**src/rtl/hazard_pkg.sv**
```systemverilog
// Shared pipeline-hazard types and constants, also used by the forwarding logic.
package hazard_pkg;

    typedef enum logic [1:0] {
        RUN   = 2'd0,
        FLUSH = 2'd1,
        HOLD  = 2'd2
    } hazStateT;

    localparam logic [4:0] XZR_ADDR = 5'd31;

endpackage

```
**src/rtl/hazard_ctrl_load_use_detect.sv**
```systemverilog
// Load-use hazard compare: the EX load targets a register the ID instruction reads.
module load_use_detect
    import hazard_pkg::*;
(
    input  logic [4:0] AaID,
    input  logic [4:0] AbID,
    input  logic       useAbID,
    input  logic [4:0] AwEx,
    input  logic       MemReadEX,
    input  logic       RegWriteEX,
    output logic       loadUse
);

    // The zero register is never a real dependency.
    assign loadUse = MemReadEX && RegWriteEX && (AwEx != XZR_ADDR) &&
                     ((AwEx == AaID) || (useAbID && (AwEx == AbID)));

endmodule

```
**src/rtl/hazard_ctrl.sv**
```systemverilog
// Pipeline hazard controller: load-use stall, taken-branch flush, memory-busy hold.
// Define HAZARD_PERF_CNT_EN to add the stallCnt/flushCnt performance counters.
//
// state | meaning
// RUN   | normal flow; stalls for load-use, flushes IF/ID on a taken branch
// FLUSH | extra IF/ID flush cycles after a taken branch, counted by flushCtr
// HOLD  | memory busy; whole pipeline frozen, prior state/counter saved
module hazard_ctrl
    import hazard_pkg::*;
#(
    parameter int FLUSH_CYCLES = 1
) (
    input  logic        clk,
    input  logic        reset,
    input  logic [4:0]  AaID,
    input  logic [4:0]  AbID,
    input  logic        useAbID,
    input  logic [4:0]  AwEx,
    input  logic        MemReadEX,
    input  logic        RegWriteEX,
    input  logic        brTakenEX,
    input  logic        memBusy,
    output logic        pcWrite,
    output logic        ifIdWrite,
    output logic        ifIdFlush,
    output logic        idExBubble,
    output logic        exMemWrite,
`ifdef HAZARD_PERF_CNT_EN
    output logic [15:0] stallCnt,
    output logic [15:0] flushCnt,
`endif
    output logic [1:0]  state
);

    localparam logic [2:0] FLUSH_LOAD = 3'(FLUSH_CYCLES - 1);

    hazStateT   curState, savedState, nextState, effState;
    logic [2:0] flushCtr, savedCtr, nextCtr, effCtr;
    logic       loadUse, eventsOk;

    load_use_detect uLoadUse (
        .AaID       (AaID),
        .AbID       (AbID),
        .useAbID    (useAbID),
        .AwEx       (AwEx),
        .MemReadEX  (MemReadEX),
        .RegWriteEX (RegWriteEX),
        .loadUse    (loadUse)
    );

    // In the cycle memBusy drops, HOLD already behaves as the restored state.
    assign effState = (curState == HOLD) ? savedState : curState;
    assign effCtr   = (curState == HOLD) ? savedCtr : flushCtr;
    assign eventsOk = (curState != HOLD);
    assign state    = curState;

    always_comb begin
        pcWrite    = 1'b1;
        ifIdWrite  = 1'b1;
        ifIdFlush  = 1'b0;
        idExBubble = 1'b0;
        exMemWrite = 1'b1;
        nextState  = RUN;
        nextCtr    = '0;
        if (memBusy) begin
            pcWrite    = 1'b0;
            ifIdWrite  = 1'b0;
            exMemWrite = 1'b0;
            nextState  = HOLD;
        end else begin
            case (effState)
                RUN: begin
                    if (eventsOk && brTakenEX) begin
                        ifIdFlush  = 1'b1;
                        idExBubble = 1'b1;
                        if (FLUSH_CYCLES > 1) begin
                            nextState = FLUSH;
                            nextCtr   = FLUSH_LOAD;
                        end
                    end else if (eventsOk && loadUse) begin
                        pcWrite    = 1'b0;
                        ifIdWrite  = 1'b0;
                        idExBubble = 1'b1;
                    end
                end
                FLUSH: begin
                    ifIdFlush = 1'b1;
                    if (effCtr <= 3'd1) begin
                        nextState = RUN;
                        nextCtr   = '0;
                    end else begin
                        nextState = FLUSH;
                        nextCtr   = effCtr - 3'd1;
                    end
                end
                default: begin
                    nextState = RUN;
                    nextCtr   = '0;
                end
            endcase
        end
    end

    always_ff @(posedge clk or negedge reset) begin
        if (!reset) begin
            curState   <= RUN;
            flushCtr   <= '0;
            savedState <= RUN;
            savedCtr   <= '0;
        end else if (memBusy) begin
            if (curState != HOLD) begin
                savedState <= (curState == FLUSH) ? FLUSH : RUN;
                savedCtr   <= (curState == FLUSH) ? flushCtr : 3'd0;
            end
            curState <= HOLD;
        end else begin
            curState <= nextState;
            flushCtr <= nextCtr;
        end
    end

`ifdef HAZARD_PERF_CNT_EN
    logic stallTaken, branchTaken;

    assign branchTaken = !memBusy && eventsOk && (effState == RUN) && brTakenEX;
    assign stallTaken  = !memBusy && eventsOk && (effState == RUN) && !brTakenEX && loadUse;

    always_ff @(posedge clk or negedge reset) begin
        if (!reset) begin
            stallCnt <= '0;
            flushCnt <= '0;
        end else begin
            if (stallTaken && (stallCnt != 16'hFFFF))
                stallCnt <= stallCnt + 16'd1;
            if (branchTaken && (flushCnt != 16'hFFFF))
                flushCnt <= flushCnt + 16'd1;
        end
    end
`endif

endmodule

```
**config.mk**
```make
export PLATFORM = sky130hd
export DESIGN_NAME = hazard_ctrl
export DESIGN_NICKNAME = d
export VERILOG_FILES = /design/src/rtl/hazard_pkg.sv /design/src/rtl/hazard_ctrl_load_use_detect.sv /design/src/rtl/hazard_ctrl.sv
export SDC_FILE = /design/constraint.sdc
export NUM_CORES = 1
export LEC_CHECK = 0
export BUFFER_PORTS_ARGS = -buffer_cell sky130_fd_sc_hd__buf_2
export CAP_MARGIN = 20
export CORE_MARGIN = 2
export CORE_UTILIZATION = 25
export DETAILED_ROUTE_END_ITERATION = 10
export MAX_ROUTING_LAYER = met4
export RECOVER_POWER = 50
export SLEW_MARGIN = 15
export SYNTH_ARGS = -nofsm -noshare
export SYNTH_HDL_FRONTEND = slang
export SYNTH_HIERARCHICAL = 1
export SYNTH_SLANG_ARGS = --single-unit
```
**constraint.sdc**
```tcl
create_clock -name clk -period 1.6 [get_ports clk]
set_clock_uncertainty 0.1 [all_clocks]
set_input_delay 0.16 -clock clk [delete_from_list [all_inputs] [get_ports clk]]
set_output_delay 0.16 -clock clk [all_outputs]
set_load 0.01 [all_outputs]
```
* Yosys cells after proc, flatten, opt, wreduce, memory -nomap -nowiden
Index checks and enable logic that the tools add are counted.
** Storage, ports and cells
- Register bits :: 10
- Latch bits :: 0
- Memory bits (writable) :: 0
- Bits in read-only memories :: 0
- Bits of input ports :: 22
- Output and inout port bits :: 7
- Logic and storage cells :: 43
- Memories :: 0
** Operators by class
- Add/sub/neg operators :: 1
- Multipliers :: 0
- Divide/modulo/power cells :: 0
- Order comparisons :: 1
- Eq/ne operators :: 7
- Shift operators :: 0
- Muxes and demuxes :: 21
- Bitwise gates (word level) :: 0
- Reduce and logical (&&, ||, !) cells :: 9
** Operators by type and width (number)
- 1-bit 2-to-1 mux :: 14
- 3-bit 2-to-1 mux :: 4
- 5-bit equality test :: 2
- 1-bit logical AND :: 6
- 5-bit != test (second input constant) :: 1
- 2-bit by 1-bit equality test with 1-bit output (second input constant) :: 2
- 2-bit 2-to-1 mux :: 2
- 3-bit by 1-bit <= comparator with 1-bit output (second input constant) :: 1
- 3-bit by 1-bit subtractor with 3-bit output (second input constant) :: 1
- 2-bit equality test (second input constant) :: 1
- 2-bit zero test :: 1
- 2-bit != test (second input constant) :: 1
- 1-bit one-hot mux with 2 select lines :: 1
- 2-bit AND reduction :: 1
- 1-bit logical OR :: 1

* Depth between registers and ports, before layout
Gate-level depths: netlist (run 1).
- Depth in word-level cells :: 9
- Depth in mapped cells :: 7
- Depth with buffers taken out :: 6

* Modules after synthesis
Netlist (run 1), hierarchy kept.
** By module, submodules not included
- hazard_ctrl :: times used 1, cells each 46, area each 475.5 um^2, sequential area each 225.2 um^2
- load_use_detect :: times used 1, cells each 18, area each 130.1 um^2, sequential area each 0.0 um^2

* Worst setup path after synthesis (run 1)
OpenSTA, ideal clock, no wires.
- Path type :: in2out
- Start :: in AwEx[2]
- End :: out pcWrite
- Data arrival time :: 1318 ps
- Required time :: 1340 ps
- Path slack :: 22 ps
- Stages on the path :: 7
- Buffers on the path :: 1
- Cells stage by stage :: xor2_1 -> nor4_1 -> nand3_1 -> a21oi_1 -> nor4b_1 -> nor2_1 -> buf_4
** On the way
- Cells in the longest elaborated chain, start to end :: 9
- Elaborated cells between the ends (all ways) :: 12
** Ends and longest elaborated chain
- start, declared :: line hazard_ctrl.sv:18 : input logic [4:0] AwEx,
- 5-bit equality test :: line hazard_ctrl_load_use_detect.sv:16 : ((AwEx == AaID) || (useAbID && (AwEx == AbID)));
- 1-bit logical AND :: line hazard_ctrl_load_use_detect.sv:16
- 1-bit logical OR :: line hazard_ctrl_load_use_detect.sv:16
- 1-bit logical AND (*) :: line hazard_ctrl_load_use_detect.sv:15 : assign loadUse = MemReadEX && RegWriteEX && (AwEx != XZR_ADDR) &&
- named net loadUse :: line hazard_ctrl.sv:39 : logic loadUse, eventsOk;
- 1-bit logical AND (*) :: line hazard_ctrl.sv:80 : end else if (eventsOk && loadUse) begin
- 1-bit 2-to-1 mux (*) (4 in a row)
- end, declared :: line hazard_ctrl.sv:23 : output logic pcWrite,
Mark *: on every way through the listed nets, which the timed path passes. The rest lies on a longest branch.

* Worst setup path after layout (run 1)
- Start :: in AbID[1]
- End :: out ifIdWrite
** On the way
- Cells in the longest elaborated chain, start to end :: 9
** Ends and longest elaborated chain
- start, declared :: line hazard_ctrl.sv:16 : input logic [4:0] AbID,
- 5-bit equality test :: line hazard_ctrl_load_use_detect.sv:16
- 1-bit logical AND :: line hazard_ctrl_load_use_detect.sv:16
- 1-bit logical OR :: line hazard_ctrl_load_use_detect.sv:16
- 1-bit logical AND :: line hazard_ctrl_load_use_detect.sv:15
- named net loadUse :: line hazard_ctrl.sv:39
- 1-bit logical AND :: line hazard_ctrl.sv:80
- 1-bit 2-to-1 mux :: line hazard_ctrl.sv:80
- 1-bit 2-to-1 mux :: line hazard_ctrl.sv:73 : if (eventsOk && brTakenEX) begin
- 1-bit 2-to-1 mux :: line hazard_ctrl.sv:71 : case (effState)
- 1-bit 2-to-1 mux :: line hazard_ctrl.sv:65 : if (memBusy) begin
- end, declared :: line hazard_ctrl.sv:24 : output logic ifIdWrite,
The timed path passes the listed nets, and every way through them passes these cells.

==> metrics.txt, run 1 <==
status complete, but fails checks; failing checks setup timing; Layout Nets 120; largest net degree at the start of global routing 17; CP required 1340 ps; Most used DFF post-synth dfrtp_1; Die H 53.2 microns; worst-margin pin slew 486 ps; Inserted Clock Buffers 3; f_max 602 MHz; Worst slew margin 67.6%; remaining routing DRC violations 0; die area 0.00283 sq mm; Slew Viols, Final 0; Total Power 518 uW; Crit Path Class in -> out; Worst VDD drop 0.000372 V; Synth Register Bits 9; CP arrival 1400 ps; post-route ant nets 0; first-pass GRT wire length 2.59 mm; Synth Cell Area 606 sq um; DRT Pass-1 Iters 4; hold slack 80.6 ps; Post-synth top cells dfrtp_1 (9), xor2_1 (7), nor3_1 (6), nor2_1 (5), xnor2_1 (5); maximum fanout along the worst path 2; largest area contributor in the netlist dfrtp_1; CTS tree done; vias in the first global route 627; I/O Pins 29; Fin. Hold Viols 0; fin crit share 104%; DPL Wire Length 1.17 mm; Tightest Hold Check Type in -> reg; CP endpoint kind primary output; Via density 4.94; IO Port Bufs 28; crit path setup slack, layout -61.9 ps; clock latency on the worst-skew pair 260 ps; Synth top area share 37.2%; Tmin final 1660 ps; most common cell in the netlist dfrtp_1; starting density of the core 26.9%; Max Cap Viol 0; via count 617; CTS Root Cell clkbuf_4; std cell rows 17; WL final 1.54 mm; layout cells sized above 1 43.3%; number of setup violations in the final report 3; Clk pin slew, worst setup/hold paths 50 ps; RSZ-0062 raised after global routing true; post-DR wirelength/cell 12.3 microns; Seq/Total Area, Yosys 37.2%; CTS HTree Levels 1; Initial DRC Count 22; crit start category primary input; Post-synth EDFFs 0; Power Dens Cells 590 mW/mm^2; area delta synth->final 44.8%; Area contributors post-synth dfrtp_1 (37%), xor2_1 (10%), xnor2_1 (7.2%); CTS Buffer Depth 2; gr ovfl total 0; GRT Total Usage 12.6%; clock sinks 9; Yosys warning count 6; die width 53.2 microns; RD Place Congestion 0.837; initial antenna violation count 0; core area 0.00225 sq mm; Syn Inst Count 64; fraction of registers with async set/reset 100%; leak pwr 0.000402 uW; syn_area_per_cell 9.46 sq um; postcts setup bufs 0; syn_nets 86; Unique masters post-synth 26; n_diodes 0
-- power by group --
part / total (uW) / switching, uW / internal (uW)
sequential: 230 / 1.22 / 229
clock: 172 / 76.5 / 95.9
combinational: 115 / 59.6 / 55.7
-- final timing paths --
kind,slack (ps),cells after the start,from,endpoint
setup / recovery,-60,8,AbID[1],ifIdWrite
hold / removal,80,1,memBusy,state[1]
setup reg to reg,120,4,state[0],flushCtr[1]
hold reg to reg,400,1,savedCtr[2],savedCtr[2]
max in group asynchronous,760,2,reset,state[0]
min in group asynchronous,280,2,reset,savedState[0]
-- state kept, by name, indices dropped and copies added, names as in the netlist --
| name | cells |
|---|---|
| flushCtr | 3 |
| savedCtr | 3 |
| state | 2 |
| savedState | 1 |
-- final cells by class --
type | count | area [sq um]
Tap cell | 28 | 35.0
Clock buffer | 4 | 26.3
Sequential cell | 9 | 226
Multi-Input combinational cell | 52 | 403
Fill cell | 239 | 1380
Timing Repair Buffer | 31 | 183
Inverter | 1 | 3.75
-- cells by family after synthesis --
logic type             synth area share, %
AO/OA/AOI/OAI                         17.8
XOR/XNOR                              17.4
buffers and inverters                 2.48
flip-flops                            37.2
multiplexers                          1.65
AND/OR/NAND/NOR                       23.6
-- critical path, stage by stage --
cell,delay (ps)
buf_8,100
xor2_2,160
nor4_2,260
nand3_1,120
a21oi_2,190
nor4b_4,200
nor2_1,70
buf_2,150
-- metrics by stage --
step           std cells  setup WS (ps)  instance area, sq um  setup TNS (ps)  utilization (%)
6_report             125          -61.9                   877            -181             38.9
4_1_cts              125          -62.8                   843            -151             37.4
5_1_grt              125           -196                   877            -649             38.9
3_5_place_dp         120           -205                   785            -519             34.8
2_1_floorplan         64           22.4                   606               0                -
3_3_place_gp         120           -112                   785            -264             34.8
-- layer usage --
| metal | up-vias | routed length [microns] | global-route usage [%] |
|---|---|---|---|
| met3 | 2 | 95 | 2.82 |
| met5 | - | 0 | - |
| met2 | 27 | 806 | 23.3 |
| li1 | 299 | - | - |
| met1 | 289 | 621 | 13.2 |
| met4 | 0 | 16 | 3.85 |
-- layout by cell type, fill, tap and decap left out, types with 2 or more instances in the layout --
master and count:
dfrtp_1 8, nor2b_1 2, buf_4 3, a32o_1 4, buf_2 24, xnor2_1 5, clkbuf_1 2, nand2_1 4
xor2_1 6, nor3_1 5, clkbuf_4 3, nor2_1 5, nand3_1 3, a22o_1 2
-- repair_timing --
item | in CTS | in global routing
setup endpoints to repair | 3 | 4
hold buffers | 1 | 0
endpoints found under the hold margin | 9 | 0
pin swaps | 8 | 5
gates resized for setup | 5 | 7
(Power assumes the default switching activity.)
==> inputs of run 2 (changes only) <==
- CORE_UTILIZATION: 25 -> 44
- PLACE_DENSITY: not set -> 0.77
==> run 2 against run 1 <==
  * The flow still finishes with violations (setup timing)
  * Maximum frequency shrank 0.56%
  * Worst hold slack lost 11 ps
  * Sequential cell count is the same
  * Via count shrank 4.7%
  * Register-to-register slack lost 30 ps
  * Utilization grew 25 points
  * Critical endpoint unchanged
  * Largest cell class unchanged
==> metrics.txt, run 2 (synthesized netlist as in run 1, its figures left out) <==
Fill cells 126 (-47%); CP endpoint kind primary output; status complete, but fails checks; CTS Buffer Depth 2 (unchanged); I/O Pins 29 (unchanged); WL final 1.39 mm (-9.6%); remaining routing DRC violations 0 (unchanged); post-DR wirelength/cell 12.4 microns (+0.87%); post-route setup TNS -172 ps (+8.70 ps); crit path setup slack, layout -71.2 ps (-9.37 ps); number of setup violations in the final report 3 (unchanged); layout cells sized above 1 42.3% (-1.0 points); CTS tree done; Crit path largest cell delay 290 ps (+30 ps); CP Cell Sequence buf_6 -> xor2_1 -> nor4_2 -> nand3_1 -> a21oi_2 -> nor4b_2 -> nor2_1 -> buf_2; maximum fanout along the worst path 2 (unchanged); hold slack 69.6 ps (-11.0 ps); Via density 5.25 (+6.4%); first-pass GRT wire length 2.06 mm (-21%); slowest cell on the critical path nor4_2; worst path bufs/invs 2 (unchanged); failing checks setup timing; fin crit share 104% (+0.59 points); initial antenna violation count 0 (unchanged); largest net degree at the start of global routing 17 (unchanged); Place WS -203 ps (+1.47 ps); Initial DRC Count 6 (-73%); Finished Cell Area 835 sq um (-4.9%); commonest non-fill, non-tap cell in the layout buf_2; CP arrival 1410 ps (about the same); IO Port Bufs 28 (unchanged); clock latency on the worst-skew pair 260 ps (about the same); postcts setup bufs 0 (unchanged); post-route ant nets 0 (unchanged); Fin. Hold Viols 0 (unchanged); Slew Viols, Final 0 (unchanged); Worst slew margin 70.2% (+2.6 points); RSZ-0062 raised after global routing true; RD Place Congestion 0.796 (-5.0%); core area 0.00130 sq mm (-42%); Power Dens Cells 607 mW/mm^2 (+2.9%); GRT Total Usage 19.6% (+7.0 points); CTS Root Cell clkbuf_4; Tightest Hold Check Type in -> reg; std cell rows 13 (-4); DPL Wire Length 1.09 mm (-6.3%); Tmin final 1670 ps (+9.37 ps); via count 588 (-4.7%); Total Power 507 uW (-2.1%); placement-stage cell area 768 sq um (-2.1%); Max Cap Viol 0 (unchanged); f_max 598 MHz (-0.56%); Worst VDD drop 0.000508 V (+36%); Layout Nets 120 (unchanged); die width 41.1 microns (-23%); Top Family by Delay on Critical Path simple AND/OR/NAND/NOR gates; Inserted Clock Buffers 3 (unchanged); Crit Path Class in -> out; die area 0.00169 sq mm (-40%); vias in the first global route 511 (-19%); n_diodes 0 (unchanged); clock sinks 9 (unchanged); leak pwr 0.000401 uW (-0.33%); leading cell types in the layout, fill and taps excluded buf_2 (25), dfrtp_1 (8), xor2_1 (7); DRT Pass-1 Iters 4 (unchanged); Die H 41.1 microns (-23%); Clk pin slew, worst setup/hold paths 60 ps (about the same); CP required 1340 ps (about the same); crit start category primary input; area delta synth->final 37.8%; CTS HTree Levels 1 (unchanged); gr ovfl total 0 (unchanged); worst-margin pin slew 447 ps (-38.8 ps); starting density of the core 46.5% (+20 points)
==> run 2: layout make-up <==
class | instances | area [sq um] | area share, %
clock buffers | 3 | 22.5 | 2.70
clock inverters | 1 | 5.00 | 0.600
inverters | 1 | 3.75 | 0.450
multi-input cells | 52 | 382 | 45.7
flip-flops and latches | 9 | 226 | 27.1
well taps | 15 | 18.8 | 2.25
repair buffers | 31 | 176 | 21.1
==> run 2: metrics by stage <==
stage | utilization [%] | cells
finish | 64.1 | 112
global route | 64.1 | 112
CTS | 63.7 | 112
detailed placement | 59.0 | 107
global placement | 59.0 | 107
floorplan | - | 64
==> run 2: worst register-to-register path, cell delays in order, from the launching register on <==
cell and delay, ps:
dfrtp_1 470, and2b_4 330, a32o_2 150, nor2_2 60, o41ai_2 300
==> run 2: report_power, final <==
group,switching [uW],internal [uW],leakage (uW),total (uW)
sequential,2.94,229,0.000122,232
combinational,52.6,52.0,0.000262,105
clock,78.4,92.1,0.0000177,171
==> run 2: final timing paths <==
check / startpoint / to / slack (ps) / cells after the start
worst max-delay path: AbID[1] / ifIdWrite / -70 / 8
worst min-delay path: memBusy / state[1] / 70 / 1
worst max register to register: state[1] / flushCtr[1] / 90 / 4
worst min register to register: savedCtr[2] / savedCtr[2] / 390 / 1
max in group asynchronous: reset / state[0] / 820 / 2
min in group asynchronous: reset / savedState[0] / 250 / 2
==> run 2: what timing repair did <==
item	in CTS	in global routing
hold buffers	1	0
endpoints found under the hold margin	9	0
pin swaps	6	0
cloned	0	0
setup endpoints to repair	3	4
resized for setup	4	2
==> run 2: per-layer routing <==
layer | track usage [%] | part of all wire (%) | routed length, microns | vias to the layer above
li1 | - | - | - | 301
met1 | 21.4 | 44 | 613 | 257
met2 | 33.6 | 44 | 612 | 28
met3 | 3.80 | 10 | 145 | 2
met4 | 9.68 | 1.3 | 18 | 0
met5 | - | 0 | 0 | -
==> inputs of run 3 (changes only) <==
- BUFFER_PORTS_ARGS: -buffer_cell sky130_fd_sc_hd__buf_2 -> -buffer_cell sky130_fd_sc_hd__clkbuf_2
==> run 3 against run 2 <==
  * The flow still finishes with violations (setup timing)
  * Via count increased by 1.0%
  * First-iteration DRC count increased to 2.8 times the previous value
  * Largest power group unchanged
  * Die area did not move
  * Sequential power about the same
  * Highest routed layer is now met3
  * Wire length increased by 12%
  * Non-clock buffer count is the same
  * Sequential share of layout area fell by 0.40 points
  * Utilization up 0.96 points
  * Setup slack got worse by 22 ps
  * Clock power shrank 4%
==> metrics.txt, run 3 (synthesized netlist as in run 1, its figures left out) <==
worst path bufs/invs 2 (unchanged); area delta synth->final 39.9%; IO Port Bufs 28 (unchanged); Die H 41.1 microns (unchanged); RD Place Congestion 0.820 (+3.1%); leading cell types in the layout, fill and taps excluded clkbuf_2 (24), dfrtp_1 (8), nor3_1 (6), xor2_1 (6); Via density 5.30 (+1.0%); largest net degree at the start of global routing 17 (unchanged); Fin. Hold Viols 0 (unchanged); number of setup violations in the final report 3 (unchanged); maximum fanout along the worst path 3 (+1); initial antenna violation count 0 (unchanged); CTS HTree Levels 1 (unchanged); hold slack 135 ps (+65.5 ps); I/O Pins 29 (unchanged); Reg2Reg Capture Point flushCtr[1]; std cell rows 13 (unchanged); Crit Path Class in -> out; gr ovfl total 0 (unchanged); hold path start memBusy; status complete, but fails checks; clock sinks 9 (unchanged); reg2reg start state[1]; crit start category primary input; core area 0.00130 sq mm (unchanged); Slew Viols, Final 0 (unchanged); Inserted Clock Buffers 3 (unchanged); worst hold endpoint state[1]; Tightest Hold Check Type in -> reg; remaining routing DRC violations 0 (unchanged); worst hold path depth 1 (unchanged); Cells after DPL 107 (unchanged); clock latency on the worst-skew pair 250 ps (about the same); DRT Pass-1 Iters 4 (unchanged); Layout Nets 120 (unchanged); R2R Setup Slk 110 ps (+20 ps); Top Family by Delay on Critical Path simple AND/OR/NAND/NOR gates; worst-margin pin slew 468 ps (+21.2 ps); Fill cells 103 (-18%); failing checks setup timing; Power Dens Cells 600 mW/mm^2 (-1.2%); Clk pin slew, worst setup/hold paths 50 ps (about the same); DPL Wire Length 1.03 mm (-6.1%); Worst slew margin 68.8% (-1.4 points); crit path setup slack, layout -93.1 ps (-21.8 ps); placement-stage cell area 768 sq um (unchanged); vias in the first global route 472 (-7.6%); via count 594 (+1.0%); post-route ant nets 0 (unchanged); layout cells sized above 1 43.3% (+1.0 points); first-pass GRT wire length 1.89 mm (-8.1%); Initial DRC Count 17 (+11); Max Cap Viol 0 (unchanged); die area 0.00169 sq mm (unchanged); f_max 591 MHz (-1.3%); CP dominant cell by count clkbuf_2; GRT Total Usage 17.7% (-1.8 points); post-DR wirelength/cell 13.9 microns (+12%); CTS tree done; non-filler cells, final 112 (unchanged); Tmin final 1690 ps (+21.8 ps); CTS Buffer Depth 2 (unchanged); starting density of the core 46.5% (unchanged); n_diodes 0 (unchanged); CTS Root Cell clkbuf_4; Crit path largest cell delay 240 ps (-50 ps); leak pwr 0.000404 uW (+0.63%); CP arrival 1430 ps (+20 ps); r2r worst-path depth 4 (unchanged); Worst VDD drop 0.000488 V (-3.9%); CP endpoint kind primary output; commonest non-fill, non-tap cell in the layout clkbuf_2; RSZ-0062 raised after global routing true; CP required 1340 ps (about the same); die width 41.1 microns (unchanged); Finished Cell Area 847 sq um (+1.5%); CP Cell Sequence clkbuf_2 -> xor2_1 -> nor3_1 -> nand3_1 -> a21oi_2 -> nor4b_2 -> nor2_1 -> clkbuf_2; WL final 1.56 mm (+12%); slowest cell on the critical path nor3_1; postcts setup bufs 0 (unchanged); fin crit share 106% (+1.4 points)
## run 3: repair_timing
item	4_1_cts	5_1_grt
hold buffers	1	0
setup endpoints to repair	3	4
cloned	0	0
pin swaps	5	2
gates resized for setup	3	8
endpoints found under the hold margin	9	0
## run 3: where the power goes
part | switching, uW | total, uW | internal, uW
sequential | 2.92 | 232 | 229
combinational | 58.7 | 113 | 53.8
clock | 68.4 | 164 | 95.4
total | 130 | 508 | 378
## run 3: worst max path at each step
stage	startpoint	endpoint	slack, ps	depth (start not counted)
6_report	AwEx[2]	pcWrite	-90	8
5_1_grt	AbID[1]	idExBubble	-200	8
4_1_cts	AwEx[1]	pcWrite	-90	8
3_5_place_dp	AwEx[2]	pcWrite	-200	8
3_3_place_gp	AwEx[2]	ifIdWrite	-130	8
2_1_floorplan	AwEx[2]	pcWrite	20	7
## run 3: stage by stage
step / setup WS [ps] / TNS, ps / utilization, % / total power (uW)
floorplan: 22.4 / 0 / - / 279
global placement: -127 / -311 / 59.0 / 331
detailed placement: -196 / -493 / 59.0 / 331
CTS: -88.6 / -225 / 63.3 / 503
global route: -201 / -611 / 65.1 / 533
finish: -93.1 / -270 / 65.1 / 508
## run 3: area by class of cell
class,count,area [sq um],area share [%]
Timing Repair Buffer,31,180,21.3
Tap cell,15,18.8,2.22
Inverter,1,3.75,0.443
Clock buffer,4,26.3,3.10
Sequential cell,9,226,26.7
Multi-Input combinational cell,52,392,46.2
## run 3: layer usage
layer  vias up  share of wire, %  track usage, %
met5         -                 0               -
met4         0                 0            2.42
met3         0                10            5.43
met2        35                46            28.9
met1       259                43            22.1
li1        300                 -               -
## run 3: worst reg2reg max path, delay by kind of cell (launching register included)
family          cells  cell delay (ps)
compound gates      2              450
simple gates        2              390
flops               1              460
